===== config.mk =====
export PLATFORM = sky130hd
export DESIGN_NAME = pipe_adder_flat
export DESIGN_NICKNAME = d
export VERILOG_FILES = /design/src/rtl/pipe_adder_if.sv /design/src/rtl/pipe_adder.sv /design/src/flat_wrapper.sv
export SDC_FILE = /design/constraint.sdc
export NUM_CORES = 1
export LEC_CHECK = 0
export BUFFER_PORTS_ARGS = -buffer_cell sky130_fd_sc_hd__clkbuf_2
export CORE_MARGIN = 2
export CORE_UTILIZATION = 56
export DETAILED_ROUTE_END_ITERATION = 6
export GPL_TIMING_DRIVEN = 0
export PLACE_DENSITY_LB_ADDON = 0.1
export SYNTH_ARGS = -nofsm -noshare
export SYNTH_HDL_FRONTEND = slang
export SYNTH_SLANG_ARGS = --single-unit

===== constraint.sdc =====
create_clock -name clk -period 2.71 [get_ports clk]
set_clock_uncertainty 0.15 [all_clocks]
set_input_delay 0.1355 -clock clk [delete_from_list [all_inputs] [get_ports clk]]
set_output_delay 0.1355 -clock clk [all_outputs]
set_load 0.02 [all_outputs]

===== src/rtl/pipe_adder_if.sv =====
// Handshake and data bundle for pipe_adder: operand side (in_*, a, b, cin)
// and result side (out_*, sum, cout).
interface pipe_adder_if #(
  parameter int WIDTH = 16
);
  logic             in_valid;
  logic             in_ready;
  logic [WIDTH-1:0] a;
  logic [WIDTH-1:0] b;
  logic             cin;
  logic             out_valid;
  logic             out_ready;
  logic [WIDTH-1:0] sum;
  logic             cout;

  modport master (
    output in_valid, a, b, cin, out_ready,
    input  in_ready, out_valid, sum, cout
  );

  modport slave (
    input  in_valid, a, b, cin, out_ready,
    output in_ready, out_valid, sum, cout
  );
endinterface


===== src/rtl/pipe_adder.sv =====
// Chunked ripple-carry adder, one CHUNK-bit slice per registered stage, with
// valid/ready flow control. Define PIPE_ADDER_SAT_EN to saturate on overflow.
module pipe_adder #(
  parameter int WIDTH = 16,
  parameter int CHUNK = 4
) (
  input logic         clk,
  input logic         rst,
  pipe_adder_if.slave io
);
  localparam int STAGES = WIDTH / CHUNK;

  if ((WIDTH % CHUNK) != 0 || WIDTH < 4 || STAGES < 1) begin : g_bad_params
    $error("pipe_adder: WIDTH must be a multiple of CHUNK and at least 4");
  end

  logic [STAGES-1:0] valid_q, valid_d;
  logic [STAGES-1:0] carry_q, carry_d;
  // word holds finished sum chunks in the low part and untouched a chunks above
  logic [WIDTH-1:0]  word_q [STAGES];
  logic [WIDTH-1:0]  word_d [STAGES];
  // b is shifted right each stage so the next chunk to add is always at bit 0
  logic [WIDTH-1:0]  bsh_q  [STAGES];
  logic [WIDTH-1:0]  bsh_d  [STAGES];

  logic [STAGES:0]   accept;
  logic [STAGES-1:0] src_v;
  logic [STAGES-1:0] src_c;
  logic [WIDTH-1:0]  src_word [STAGES];
  logic [WIDTH-1:0]  src_b    [STAGES];

  // accept[k]: stage k may load this cycle (empty, or its content moves on)
  always_comb begin
    accept = '0;
    accept[STAGES] = io.out_ready;
    for (int k = STAGES - 1; k >= 0; k--) begin
      accept[k] = !valid_q[k] || accept[k+1];
    end
  end

  always_comb begin
    src_word[0] = io.a;
    src_b[0]    = io.b;
    src_c[0]    = io.cin;
    src_v[0]    = io.in_valid && accept[0];
    for (int k = 1; k < STAGES; k++) begin
      src_word[k] = word_q[k-1];
      src_b[k]    = bsh_q[k-1];
      src_c[k]    = carry_q[k-1];
      src_v[k]    = valid_q[k-1];
    end
  end

  always_comb begin : datapath
    logic [CHUNK:0]   csum;
    logic [WIDTH-1:0] nword;
    csum    = '0;
    nword   = '0;
    valid_d = valid_q;
    carry_d = carry_q;
    for (int k = 0; k < STAGES; k++) begin
      word_d[k] = word_q[k];
      bsh_d[k]  = bsh_q[k];
    end
    for (int k = 0; k < STAGES; k++) begin
      csum = {1'b0, src_word[k][k*CHUNK +: CHUNK]}
           + {1'b0, src_b[k][CHUNK-1:0]}
           + {{CHUNK{1'b0}}, src_c[k]};
      nword = src_word[k];
      nword[k*CHUNK +: CHUNK] = csum[CHUNK-1:0];
`ifdef PIPE_ADDER_SAT_EN
      if (k == STAGES - 1 && csum[CHUNK]) begin
        nword = '1;
      end
`endif
      if (accept[k]) begin
        valid_d[k] = src_v[k];
        if (src_v[k]) begin
          word_d[k]  = nword;
          bsh_d[k]   = src_b[k] >> CHUNK;
          carry_d[k] = csum[CHUNK];
        end
      end
    end
  end

  always_ff @(posedge clk) begin
    if (rst) begin
      valid_q <= '0;
      carry_q <= '0;
      for (int k = 0; k < STAGES; k++) begin
        word_q[k] <= '0;
        bsh_q[k]  <= '0;
      end
    end else begin
      valid_q <= valid_d;
      carry_q <= carry_d;
      for (int k = 0; k < STAGES; k++) begin
        word_q[k] <= word_d[k];
        bsh_q[k]  <= bsh_d[k];
      end
    end
  end

  assign io.in_ready  = accept[0];
  assign io.out_valid = valid_q[STAGES-1];
  assign io.sum       = word_q[STAGES-1];
  assign io.cout      = carry_q[STAGES-1];
endmodule


===== src/flat_wrapper.sv =====
// flat-port wrapper written by rule: the top's interface ports become plain ports
module pipe_adder_flat 
#(
  parameter int WIDTH = 16,
  parameter int CHUNK = 4
)
  (clk, rst, io_in_valid, io_a, io_b, io_cin, io_out_ready, io_in_ready, io_out_valid, io_sum, io_cout);
  pipe_adder_if #(.WIDTH(WIDTH)) io_i ();
  input logic clk;
  input logic rst;
  input wire logic [$bits(io_i.in_valid)-1:0] io_in_valid;
  input wire logic [$bits(io_i.a)-1:0] io_a;
  input wire logic [$bits(io_i.b)-1:0] io_b;
  input wire logic [$bits(io_i.cin)-1:0] io_cin;
  input wire logic [$bits(io_i.out_ready)-1:0] io_out_ready;
  output wire logic [$bits(io_i.in_ready)-1:0] io_in_ready;
  output wire logic [$bits(io_i.out_valid)-1:0] io_out_valid;
  output wire logic [$bits(io_i.sum)-1:0] io_sum;
  output wire logic [$bits(io_i.cout)-1:0] io_cout;
  assign io_i.in_valid = io_in_valid;
  assign io_i.a = io_a;
  assign io_i.b = io_b;
  assign io_i.cin = io_cin;
  assign io_i.out_ready = io_out_ready;
  assign io_in_ready = io_i.in_ready;
  assign io_out_valid = io_i.out_valid;
  assign io_sum = io_i.sum;
  assign io_cout = io_i.cout;
  pipe_adder #(.WIDTH(WIDTH), .CHUNK(CHUNK)) u_core (.clk(clk), .rst(rst), .io(io_i));
endmodule

---- Word level (Yosys, flattened, before mapping) ----
Memory sizes are Yosys's and may differ from the RTL's.
Index checks and enable logic that the tools add are counted.
storage, ports and cells
  bits in registers ....................... 8
  memory bits (writable) .................. 128
  input bits .............................. 37
  output and inout bits ................... 19
  word-level logic and storage cells ...... 69
  memories kept ........................... 2
operators by class
  add/subtract/negate cells ............... 8
  equality and inequality tests ........... 2
  muxes and demuxes ....................... 27
  bitwise logic cells ..................... 8
  reductions and logical operators ........ 14
memory list
  name           depth  width  rd ports  clocked after memory_dff  wr ports  line              RTL
  u_core.bsh_q   4      16     3         0                         4         pipe_adder.sv:23  logic [WIDTH-1:0] bsh_q [STAGES];
  u_core.word_q  4      16     4         0                         4         pipe_adder.sv:20  logic [WIDTH-1:0] word_q [STAGES];
operators by type and width
  operator                                      count
  2-to-1 mux 16 bit                             24
  adder 4 x 4 -> 5 bit                          4
  adder 5 x 1 -> 5 bit                          4
  bitwise OR 1 bit                              8
  AND reduction 2 bit                           4
  zero test 1 bit                               4
  logical OR 1 bit                              4
  2-to-1 mux 1 bit                              3
  AND reduction 3 bit                           1
  inequality test 2 bit, second input constant  1
  logical AND 1 bit                             1
  inequality test 1 bit, second input constant  1

---- Depth between registers and ports, before layout ----
  word-level depth ........................ 9
  depth in mapped cells ................... 7
  mapped depth without buffers ............ 7

---- Worst setup path after synthesis ----
OpenSTA, ideal clock, no wires.
  path kind ............................... reg-to-reg
  from .................................... memory u_core.word_q[0][4]
  to ...................................... register u_core.carry_q[1]
  library setup time ...................... 134 ps
  data arrival time ....................... 1588 ps
  required time ........................... 2426 ps
  setup slack ............................. 838 ps
  stages on the path, launching flop included .. 6
  buffers on the path ..................... 0
  period minus slack after synthesis ...... 1872 ps
  path through ............................ dfxtp_1 fa_1 fa_1 a21o_1 a211oi_1 a211oi_1
RTL lines
  element               line              RTL
  start, declared       pipe_adder.sv:20
  end signal, assigned  pipe_adder.sv:97  carry_q <= carry_d;
  end, declared         pipe_adder.sv:18  logic [STAGES-1:0] carry_q, carry_d;

==> reports/summary.txt <==
status: completed
number of flops mapped to enable cells by yosys: 0
Syn-to-layout area delta: 21.48%
# DRC: 0
Critical Path Start Type: flop
RSZ-0062 raised after global routing: no
I/O pins: 56
min Tclk post-route: 2.069 ns
drt first pass iters: 4
HPWL after DPL: 6257 um
Routability Congestion: 0.8439
num rows: 30
reg2reg setup slack: 0.64 ns
Cells after Synth: 471
number of hold violations in the final report: 0
worst path cell trace: fa_1, fa_1, a21o_1, a211oi_1, a211oi_1
pwr dens: 542.8 mW/mm2
worst-skew pair later-pin latency: 0.36 ns
vias in the first global route: 3127
Critical Path AT: 2.14 ns
Main synth FF type: dfxtp_1
crit path from: u_core.word_q[0][4]
slowest library cell on the worst path: fa_1
Yosys reg bits: 96
CP Buf/Inv Count: 0
first-pass GRT wire length: 14210 um
port bufs: 55
antenna violations before repair: 0
yosys warns: 0
initial cell density of the core: 0.5805
min-delay worst type: in -> reg
DR vias: 3303
Critical R2R Launch: u_core.word_q[0][4]
R2R depth: 5
max cap viols: 0
Final Setup Violations: 0
Required @ worst endpoint: 2.78 ns
Slowest Stage Delay on Critical Path: 0.48 ns
CTS tree: built
Hold Slack: 0.02770 ns
Routed wire per std cell: 12.71 um
fraction of layout cells with a size suffix above 1: 0.1705
die height: 87.92 um
chip width: 87.92 um
final net count: 621
Core Box Area: 0.006794 mm2
most frequent cells in the layout: nand2_1, dfxtp_1, a21oi_1
worst vdd ir: 0.3018 mV
Avg Inst Size Synth: 8.373 um2
global-route usage over all layers: 0.2386
Critical Path Fanout Max: 2
Slew Viols, Final: 0
WP depth: 5
setup TNS: 0 ns
largest net degree at the start of global routing: 17
Sink Count: 96
critical path class: reg -> reg
synth top area cells: dfxtp_1, nand2_1, a21oi_1, fa_1, ha_1
Seq/Total Area, Yosys: 0.4873
Initial DRC Count: 153
post-cts resize count: 0
FMAX: 483.3 MHz
leading area contributor after synthesis: dfxtp_1
worst-case clock buffer depth: 2
CP endpoint kind: flop
Via density: 4.967
total grt overflow: 0
postcts setup bufs: 0
routed wire length: 8450 um
commonest non-fill, non-tap cell in the layout: nand2_1
DRT antenna net count: 0
CP top delay family: adder cells
Setup crit end: u_core.carry_q[1]
Lkg Pwr: 1.891 nW
share of the synthesized area in the top cell type: 0.4873
clock root cell: clkbuf_8
reg2reg end: u_core.carry_q[1]
Async SR Flop Fraction: 0
CTS buffer count: 9
Syn Std Cell Area: 0.003944 mm2
worst slew pin tran: 0.5845 ns
relative slew slack: 0.6103
clock slew at reported path FFs: 0.10 ns
CTS Hold Bufs: 27
H-tree depth: 3
fin crit share: 0.7636
n_diodes: 0
DIE AREA: 0.007730 mm2
Yosys cell types: 37
# fillers: 585
Synth Net Count: 528
[registers in the layout, indices dropped and copies added (netlist names)]
| register | flops |
|---|---|
| u_core.word_q | 64 |
| u_core.bsh_q | 24 |
| u_core.valid_q | 4 |
| u_core.carry_q | 4 |
[report_power, final]
| group | switching (mW) | total [mW] | internal [mW] |
|---|---|---|---|
| sequential | 0.0293 | 1.49 | 1.46 |
| combinational | 0.138 | 0.254 | 0.116 |
| clock | 0.495 | 0.861 | 0.366 |
| total | 0.663 | 2.60 | 1.94 |
[cell usage after synthesis, types with 4 or more instances]
| master | number |
|---|---|
| xnor2_1 | 4 |
| a21oi_1 | 83 |
| clkbuf_1 | 9 |
| ha_1 | 12 |
| nand2_1 | 158 |
| nor2b_1 | 6 |
| a211oi_1 | 10 |
| inv_1 | 18 |
| dfxtp_1 | 96 |
| nor2_1 | 11 |
| nor3b_1 | 4 |
| fa_1 | 8 |
| buf_2 | 12 |
[kinds of logic (layout without fill, tap and decap cells)]
logic type               count (synthesis)  in the layout  share of synthesized area
AND/OR/NAND/NOR                        194            194                     0.2084
AO/OA/AOI/OAI                          109            109                     0.1574
flip-flops                              96             96                     0.4873
buffers and inverters                   47            145                    0.05711
adder cells (fa/ha/maj)                 20             20                    0.07868
XOR/XNOR                                 5              5                    0.01110
[through the flow]
step             util  cell area, um2  instances  power, mW  worst slack (ns)
3_3_place_gp   0.6387            4339        622      1.735            0.7002
3_5_place_dp   0.6387            4339        622      1.741            0.6641
5_1_grt        0.7052            4791        665      2.723            0.5846
6_report       0.7052            4791        665      2.601            0.6408
4_1_cts        0.7052            4791        665      2.613            0.6385
2_1_floorplan       -            3944        471      1.660            0.8377
[how the worst min path moves through the flow]
stage,startpoint,endpoint,slack [ns],cells past startpoint
3_5_place_dp,io_b[12],u_core.bsh_q[0][8],0.21,3
5_1_grt,io_a[1],u_core.word_q[0][1],0.07,4
6_report,io_a[3],u_core.carry_q[0],0.03,4
4_1_cts,io_a[3],u_core.carry_q[0],0.03,4
3_3_place_gp,io_a[12],u_core.word_q[0][12],0.21,3
2_1_floorplan,io_b[14],u_core.bsh_q[0][10],0.12,2
[layout make-up]
cell class,instances,area (um2),area share
multi-input cells,328,1797,0.3750
repair buffers,82,545.5,0.1139
clock buffers,11,141.4,0.02951
clock inverters,5,40.04,0.008357
inverters,18,67.56,0.01410
plain buffers,29,157.7,0.03291
well taps,96,120.1,0.02507
flip-flops and latches,96,1922,0.4011
[per-layer routing]
metal | part of all wire | routed length [um] | GRT usage | vias to the layer above
met5 | 0 | 0 | 0 | -
met4 | 0.014 | 119 | 0.08531 | 0
met3 | 0.039 | 327 | 0.03864 | 12
met2 | 0.49 | 4125 | 0.4139 | 63
met1 | 0.46 | 3878 | 0.3007 | 1494
li1 | - | - | - | 1734
[worst register-to-register path, cell delays in order (launching register included)]
cell	delay, ns
dfxtp_1	0.34
fa_1	0.48
fa_1	0.43
a21o_1	0.17
a211oi_1	0.28
a211oi_1	0.09
Power figures use the tool's default switching activity.
